### config.mk
export PLATFORM = sky130hd
export DESIGN_NAME = inst_fetch
export DESIGN_NICKNAME = d
export VERILOG_FILES = /design/src/rtl/inst_fetch_pkg.sv /design/src/rtl/inst_fetch_tick_gen.sv /design/src/rtl/inst_fetch.sv
export SDC_FILE = /design/constraint.sdc
export NUM_CORES = 1
export LEC_CHECK = 0
export ABC_AREA = 1
export CORE_ASPECT_RATIO = 1.5
export CORE_UTILIZATION = 55
export CTS_BUF_LIST = sky130_fd_sc_hd__clkbuf_4
export DETAILED_ROUTE_END_ITERATION = 10
export PLACE_DENSITY_LB_ADDON = 0.2
export SLEW_MARGIN = 20
export SYNTH_ARGS = -nofsm -noshare
export SYNTH_HDL_FRONTEND = slang
export SYNTH_SLANG_ARGS = --single-unit
### constraint.sdc
create_clock -name clk -period 1.9 [get_ports clk]
set_clock_uncertainty 0.15 [all_clocks]
set_input_delay 0.19 -clock clk [delete_from_list [all_inputs] [get_ports clk]]
set_output_delay 0.19 -clock clk [all_outputs]
set_load 0.005 [all_outputs]
### src/rtl/inst_fetch_pkg.sv
`default_nettype none
// ============================================================================
// Module   : inst_fetch_pkg
// Purpose  : Shared definitions for the fetch stage and its execute-stage
//            consumer: mode encodings, default widths, opcode field values
//            and the fetch state type.
// Revision : 1.0  initial release
// ============================================================================
package inst_fetch_pkg;

    localparam int DEF_ADDR_W = 3;
    localparam int DEF_INST_W = 8;

    // Encodings of the external mode selector.
    localparam logic [1:0] MODE_HALT = 2'b00;
    localparam logic [1:0] MODE_RUN  = 2'b01;
    localparam logic [1:0] MODE_STEP = 2'b10;

    // Opcode field values decoded by the execute stage.
    localparam logic [1:0] OP_READ  = 2'b00;
    localparam logic [1:0] OP_WRITE = 2'b11;

    typedef enum logic [1:0] {
        ST_HALT = 2'b00,
        ST_RUN  = 2'b01,
        ST_STEP = 2'b10
    } fetch_state_e;

    // The unused encoding 2'b11 falls back to HALT.
    function automatic fetch_state_e mode_to_state(input logic [1:0] mode);
        fetch_state_e st;
        case (mode)
            MODE_RUN:  st = ST_RUN;
            MODE_STEP: st = ST_STEP;
            default:   st = ST_HALT;
        endcase
        return st;
    endfunction

endpackage
`default_nettype wire

### src/rtl/inst_fetch_tick_gen.sv
`default_nettype none
// ============================================================================
// Module   : tick_gen
// Purpose  : Free-running 0..TICK_DIV-1 counter with synchronous clear and a
//            one-cycle terminal-count pulse.
// Ports    : clk  - system clock
//            rst  - asynchronous active-low reset
//            clr  - hold counter at zero (no pulse while asserted)
//            tick - high during the cycle the counter holds TICK_DIV-1
// Revision : 1.0  initial release
// ============================================================================
module tick_gen #(
    parameter int TICK_DIV = 10000000
) (
    input  logic clk,
    input  logic rst,
    input  logic clr,
    output logic tick
);

    localparam int               CNT_W    = $clog2(TICK_DIV);
    localparam logic [CNT_W-1:0] CNT_LAST = CNT_W'(TICK_DIV - 1);

    logic [CNT_W-1:0] cnt_q;
    logic [CNT_W-1:0] cnt_d;
    logic             tick_w;

    always_comb begin
        tick_w = !clr && (cnt_q == CNT_LAST);
        cnt_d  = cnt_q + CNT_W'(1);
        if (clr || tick_w) begin
            cnt_d = '0;
        end
    end

    always_ff @(posedge clk or negedge rst) begin
        if (!rst) begin
            cnt_q <= '0;
        end else begin
            cnt_q <= cnt_d;
        end
    end

    assign tick = tick_w;

endmodule
`default_nettype wire

### src/rtl/inst_fetch.sv
`default_nettype none
// ============================================================================
// Module   : inst_fetch
// Purpose  : Fetch stage: instruction store, program counter and controlled
//            advance (timed RUN, button STEP, HALT with program load port).
// Ports    : clk, rst (async active-low)
//            mode[1:0]     00 HALT, 01 RUN, 10 STEP, 11 HALT
//            step_btn      asynchronous step button, active-high
//            prog_we/prog_addr/prog_data  store write port (HALT only)
//            address       registered program counter
//            instruction   registered store[address]
//            inst_valid    one-cycle pulse with each new address/instruction
//            pc_wrap       one-cycle pulse when the PC wraps to zero
// Revision : 1.0  initial release
// ============================================================================
module inst_fetch
    import inst_fetch_pkg::*;
#(
    parameter int ADDR_W   = DEF_ADDR_W,
    parameter int INST_W   = DEF_INST_W,
    parameter int TICK_DIV = 10000000
) (
    input  logic              clk,
    input  logic              rst,
    input  logic [1:0]        mode,
    input  logic              step_btn,
    input  logic              prog_we,
    input  logic [ADDR_W-1:0] prog_addr,
    input  logic [INST_W-1:0] prog_data,
    output logic [ADDR_W-1:0] address,
    output logic [INST_W-1:0] instruction,
    output logic              inst_valid,
    output logic              pc_wrap
);

    localparam int DEPTH = 2 ** ADDR_W;

    fetch_state_e      state_q, state_d;
    logic [ADDR_W-1:0] addr_q, addr_d;
    logic [INST_W-1:0] inst_q, inst_d;
    logic              valid_q, valid_d;
    logic              wrap_q, wrap_d;
    logic              sync1_q, sync2_q, sync3_q;
    logic [INST_W-1:0] mem_q [DEPTH];
    logic [INST_W-1:0] mem_d [DEPTH];

    logic              run_tick;
    logic              step_rise;
    logic              advance;
    logic              do_write;
    logic [ADDR_W-1:0] addr_inc;

    // Counter only runs while the registered state is RUN, so leaving and
    // re-entering RUN always restarts a full interval.
    tick_gen #(
        .TICK_DIV (TICK_DIV)
    ) u_tick_gen (
        .clk  (clk),
        .rst  (rst),
        .clr  (state_q != ST_RUN),
        .tick (run_tick)
    );

    always_comb begin
        state_d   = mode_to_state(mode);
        addr_inc  = addr_q + ADDR_W'(1);
        // sync1/sync2 form the synchronizer; sync3 is the edge-detect history.
        // They run in every state so an edge seen outside STEP is consumed
        // and never replayed later.
        step_rise = sync2_q && !sync3_q;
        advance   = ((state_q == ST_RUN)  && run_tick) ||
                    ((state_q == ST_STEP) && step_rise);
        do_write  = (state_q == ST_HALT) && prog_we;

        mem_d = mem_q;
        if (do_write) begin
            mem_d[prog_addr] = prog_data;
        end

        addr_d  = addr_q;
        inst_d  = inst_q;
        valid_d = 1'b0;
        wrap_d  = 1'b0;
        if (advance) begin
            // Read the entry for the new address so address and instruction
            // update together on the same edge.
            addr_d  = addr_inc;
            inst_d  = mem_q[addr_inc];
            valid_d = 1'b1;
            wrap_d  = (addr_q == {ADDR_W{1'b1}});
        end else if (do_write && (prog_addr == addr_q)) begin
            // Write-through keeps the presented instruction coherent with
            // the store while a program is being loaded.
            inst_d = prog_data;
        end
    end

    always_ff @(posedge clk or negedge rst) begin
        if (!rst) begin
            state_q <= ST_HALT;
            addr_q  <= '0;
            inst_q  <= '0;
            valid_q <= 1'b0;
            wrap_q  <= 1'b0;
            sync1_q <= 1'b0;
            sync2_q <= 1'b0;
            sync3_q <= 1'b0;
            for (int i = 0; i < DEPTH; i++) begin
                mem_q[i] <= '0;
            end
        end else begin
            state_q <= state_d;
            addr_q  <= addr_d;
            inst_q  <= inst_d;
            valid_q <= valid_d;
            wrap_q  <= wrap_d;
            sync1_q <= step_btn;
            sync2_q <= sync1_q;
            sync3_q <= sync2_q;
            mem_q   <= mem_d;
        end
    end

    assign address     = addr_q;
    assign instruction = inst_q;
    assign inst_valid  = valid_q;
    assign pc_wrap     = wrap_q;

endmodule
`default_nettype wire

## After elaboration in Yosys (flattened, before gate mapping)

Index checks and enable logic that the tools add are counted.

- Flip-flop bits (word level): 106
- Input port bits: 17
- Output and inout bits: 13

- Reductions and logical operators: 13
- $lt $le $gt $ge: 3
- $add $sub $neg: 2
- Equality and inequality tests: 8
- Mux-type cells: 12
- Bitwise operators: 2

Operator list:

| kind | number |
|---|---|
| $bwmux 64 | 1 |
| $mux 8 | 5 |
| $add 24x1->24 const B | 1 |
| $bmux 8 s3 | 1 |
| $demux 8 s3 | 1 |
| $eq 24x24->1 const B | 1 |
| $mux 24 | 1 |
| $ge 4x4->1 const B | 2 |
| $not 3->4 | 2 |
| $logic_and 1x1->1 | 7 |
| $eq 2x1->1 const B | 2 |
| $eq 2x2->1 const B | 2 |
| $lt 4x1->1 const B | 1 |
| $pmux 2 s2 | 1 |
| $add 3x1->3 const B | 1 |
| $eq 3x3->1 | 1 |
| $eq 3x3->1 const B | 1 |
| $logic_not 1->1 | 2 |
| $logic_not 2->1 | 1 |
| $logic_or 1x1->1 | 2 |
| $mux 1 | 2 |
| $ne 2x1->1 const B | 1 |
| $reduce_bool 2->1 | 1 |

## Longest topological paths before layout

- Depth in word-level cells: 6
- Mapped depth: 10
- Mapped depth without buffers: 9

## By module

Synthesis repeated with hierarchy kept, for this count alone.

- Cell total of the unflattened synthesis: 706
- Area total of the unflattened synthesis: 5388.9 µm²

By module, submodules not included:

| module | times used | area an instance (µm²) | cells an instance |
|---|---|---|---|
| inst_fetch | 1 | 3861.2 | 493 |
| tick_gen | 1 | 1527.7 | 213 |

## Worst setup path before layout

No wires, ideal clock.

- Path kind: reg-to-reg
- Start point: register addr_q[1], in the netlist address[1]
- End point: register inst_q[5], in the netlist instruction[5]
- Arrival time: 1516 ps
- Buffers on the path: 2
- Library setup time: 125 ps
- Period minus slack after synthesis: 1792 ps
- Cell stages (with the launch flop): 11
- Setup slack: 108 ps
- Cell sequence: dfrtp_1 -> ha_1 -> buf_2 -> clkbuf_1 -> nor2_1 -> o21ai_0 -> o21ai_0 -> nand2_1 -> nand2_1 -> nand2_1 -> nand3_1

- Longest elaborated chain between the ends: 6

Ends and longest elaborated chain:

| item | line | text |
|---|---|---|
| start, declared | inst_fetch.sv:39 | `logic [ADDR_W-1:0] addr_q, addr_d;` |
| start signal, assigned | inst_fetch.sv:113 | `addr_q <= addr_d;` |
| $add 3x1->3 | inst_fetch.sv:66 | `addr_inc = addr_q + ADDR_W'(1);` |
| named net addr_inc[1] | inst_fetch.sv:51 | `logic [ADDR_W-1:0] addr_inc;` |
| $not 3->4 (implied by the code) | inst_fetch.sv:88 | `inst_d = mem_q[addr_inc];` |
| $bmux 8 s3 | inst_fetch.sv:88 |  |
| $mux 8 (implied by the code) (2 in a row) | inst_fetch.sv:88 |  |
| $mux 8 | inst_fetch.sv:84 | `if (advance) begin` |
| end signal, assigned | inst_fetch.sv:114 | `inst_q <= inst_d;` |
| end, declared | inst_fetch.sv:40 | `logic [INST_W-1:0] inst_q, inst_d;` |

The timed path passes the listed nets, and every way through them passes these cells. The select of a mux whose other input is x is not followed.
A chain may end at the register's enable or synchronous reset.

## Worst setup path after layout

- Start point: register addr_q[0], in the netlist address[0]
- End point: register inst_q[1], in the netlist instruction[1]

Same word-level chain as after synthesis.

==> results.md <==
- CP Cell Sequence: buf_4, ha_4, buf_12, nor2_1, o21ai_1, o21ai_1, buf_4, nand2_1, nand2_1, nand2_1, nand3_1
- Post-layout util: between 60 and 70%
- Layout cells sized above 1: under 10%
- Post-DRT Antenna Nets: 0
- Max capacitance violation total: 0
- 1st-iter DRT viols: 451
- Final GP Congestion: slightly above 1
- CTS Sinks: between 100 and 150
- Area Growth Syn to Fin: 17.59%
- Worst slew margin: about 66%
- Violated checks: setup timing
- Worst r2r path cells: 11
- Final #Nets: 724
- R2R Setup Slk: -0.01 ns
- Worst setup path startpoint: address[0]
- Grt ovf: 0
- Drt total wl: roughly 13000 um
- Synthesized instance count: roughly 650
- CTS root buffer: clkbuf_4
- First-pass GRT wire length: between 20000 and 25000 um
- Critical path type: flip-flop to flip-flop
- Fillers: a little over 700
- Synth cell types: 27
- Max-slew violations: 0
- DIE AREA: 9709 um^2
- Critical Path Start Type: flip-flop
- Synthesized flop and latch total: approximately 110
- Vias per cell: between 5 and 6
- Final worst setup slack: -0.01057 ns
- Syn Area/Cell: around 7.9 um^2
- Initial antenna violation count: 1
- IO Port Bufs: 29
- Rows: 42
- Most frequent cells in the layout: 168 x nand2_1, 106 x dfrtp_1, 105 x nor2_1
- RR Endpoint: instruction[1]
- Worst slew pin tran: 0.5156 ns
- Critical R2R Launch: address[0]
- WHS: 0.08857 ns
- RSZ-0062 raised after global routing: yes
- Register area: approximately 2700 um^2
- Achievable frequency: between 0.5 and 0.6 GHz
- CTS tree: done
- H-tree depth: 3
- Vert. Die Dim: 120.2 um
- Critical Path RT: roughly 2.1 ns
- Setup TNS: -0.01057 ns
- CTS clk-pin slew, worst paths: ~0.15 ns
- DRC errors left: 0
- Wire per inst: approximately 16 um
- Number of global-route vias before repair: 4400
- Synthesized area: 5121 um^2
- Initial Util: a little under three fifths
- Status: finished, violations left
- Io pins: 30
- Via count: 4532
- Die Wd: 80.79 um
- TritonCTS buffer count: 9
- Tcrit/Tclk final: 100.6%
- Clock Latency Late Sink: approximately 0.45 ns
- Final hold vios: 0
- Multi-input logic area: between 2000 and 2500 um^2
- Detailed Routing Iterations Pass 1: 7
- Min-Delay Path Class: input pin to async pin
- Most frequent CP cell: nand2_1
- Final min period: approximately 1.9 ns
- Critical Path End: instruction[1]
- Crit path capture type: flip-flop
- Sequential area share after synthesis: ~52%
- Pwr per Cell Area: ~1200 nW/um^2
- DP HPWL: 9690 um
- Leak: 2.783 nW
- VDD IR max: 0.8353 mV
- Largest net degree at the start of global routing: 39
- Commonest non-fill, non-tap cell in the layout: nand2_1
- Maximum fanout along the worst path: 13
- GRT Util Overall: ~30%
- Data arrival, critical path: about 2.1 ns
- Total core area: 8934 um^2
- Critical path's largest stage delay: roughly 0.42 ns
- Max clock buf depth: 2
- Synth Warn #: 0
- Final setup viols: 1
- CP max-delay cell: dfrtp_1
- Syn nets: 668
## Yosys cell counts
master      n  area, um^2
clkinv_1    1       3.750
a21o_1      1       7.510
nand2_2     4       25.02
o21ai_0    96       480.5
nand3_1    23       115.1
buf_4       3       22.52
nor2_2      1       6.260
buf_2      12       60.06
buf_6       1       11.26
o21ai_1     1       5.000
nor2_1    105       394.1
nor2_8      1       20.02
ha_1        3       37.54
inv_1      48       180.2
xnor2_1     4       35.03
nor3_4      2       32.53
nand3_2     2       20.02
a21oi_1    19       95.09
a21boi_1    1       7.510
xor2_1      8       70.07
nand2_1   168       630.6
nor3_1      8       40.04
clkbuf_1    8       30.03
dfrtp_1   106        2653
nand4_1    18       112.6
inv_2       1       3.750
nor3b_1     3       22.52
## per-layer routing
| metal | track usage [%] | share of wire, % | up-vias |
|---|---|---|---|
| li1 | - | - | 2204 |
| met1 | 34.64 | 39 | 2158 |
| met2 | 50.64 | 52 | 126 |
| met3 | 5.660 | 3.7 | 44 |
| met4 | 18.97 | 5.4 | 0 |
| met5 | 0 | 0 | - |
## logic make-up after synthesis
family / Yosys count / share of synthesized area [%]
adder cells (fa/ha/maj): 3 / 0.7330
AND/OR/NAND/NOR: 335 / 27.71
XOR/XNOR: 12 / 2.052
buffers and inverters: 74 / 6.083
flip-flops: 106 / 51.80
AO/OA/AOI/OAI: 118 / 11.63
## metrics by stage
| step | setup slack [ns] | power [mW] | std cells | area, um^2 |
|---|---|---|---|---|
| floorplan | 0.1082 | 4.521 | 648 | 5121 |
| global placement | -0.003657 | 5.600 | 797 | 5766 |
| detailed placement | -0.05131 | 5.690 | 797 | 5766 |
| CTS | -0.008541 | 7.064 | 816 | 5981 |
| global route | -0.03570 | 7.643 | 819 | 6022 |
| finish | -0.01057 | 7.141 | 819 | 6022 |
## flip-flops by register name (all words and copies together), names as in the netlist
register,cells
instruction,8
u_tick_gen.cnt_q,24
state_q,2
inst_valid,1
address,3
sync2_q,1
pc_wrap,1
mem_q,64
sync3_q,1
sync1_q,1
## worst max-delay path: cells and delay by family (launching register included)
kind                       cells  cell delay, ns
and+or+nand+nor                5            0.35
DFF                            1            0.42
buffers and inverters          3            0.43
AOI/OAI and AO/OA              2            0.18
adders and majority gates      1            0.28
## power by group
| group | leakage, nW | internal (mW) | switching [mW] |
|---|---|---|---|
| clock network | 0.0703 | 0.409 | 0.717 |
| registers | 1.36 | 2.68 | 0.245 |
| logic | 1.36 | 1.41 | 1.68 |
| total | 2.78 | 4.50 | 2.64 |
## what timing repair did
action                                  4_1_cts  5_1_grt
cloned                                        1        0
buffers inserted                              1        2
hold endpoints to repair                    107        0
endpoints found under the setup margin       10       13
gates resized for setup                       8       11
pin swaps                                     0        0
hold buffers                                  2        0
## how the worst min path moves through the flow
stage,start,endpoint,slack [ns]
floorplan,rst,address[0],-0.26
global placement,rst,sync3_q,0.05
detailed placement,rst,sync3_q,0.05
CTS,rst,u_tick_gen.cnt_q[18],0.08
global route,mode[0],state_q[0],0.07
finish,rst,sync3_q,0.09
## cell type report
cell class | instances | area share, %
diodes | 1 | 0.04155
well taps | 110 | 2.285
flip-flops and latches | 106 | 44.05
inverters | 50 | 3.158
multi-input cells | 468 | 36.36
clock inverters | 5 | 0.9142
repair buffers | 69 | 11.95
clock buffers | 10 | 1.247
(Power assumes the default switching activity.)
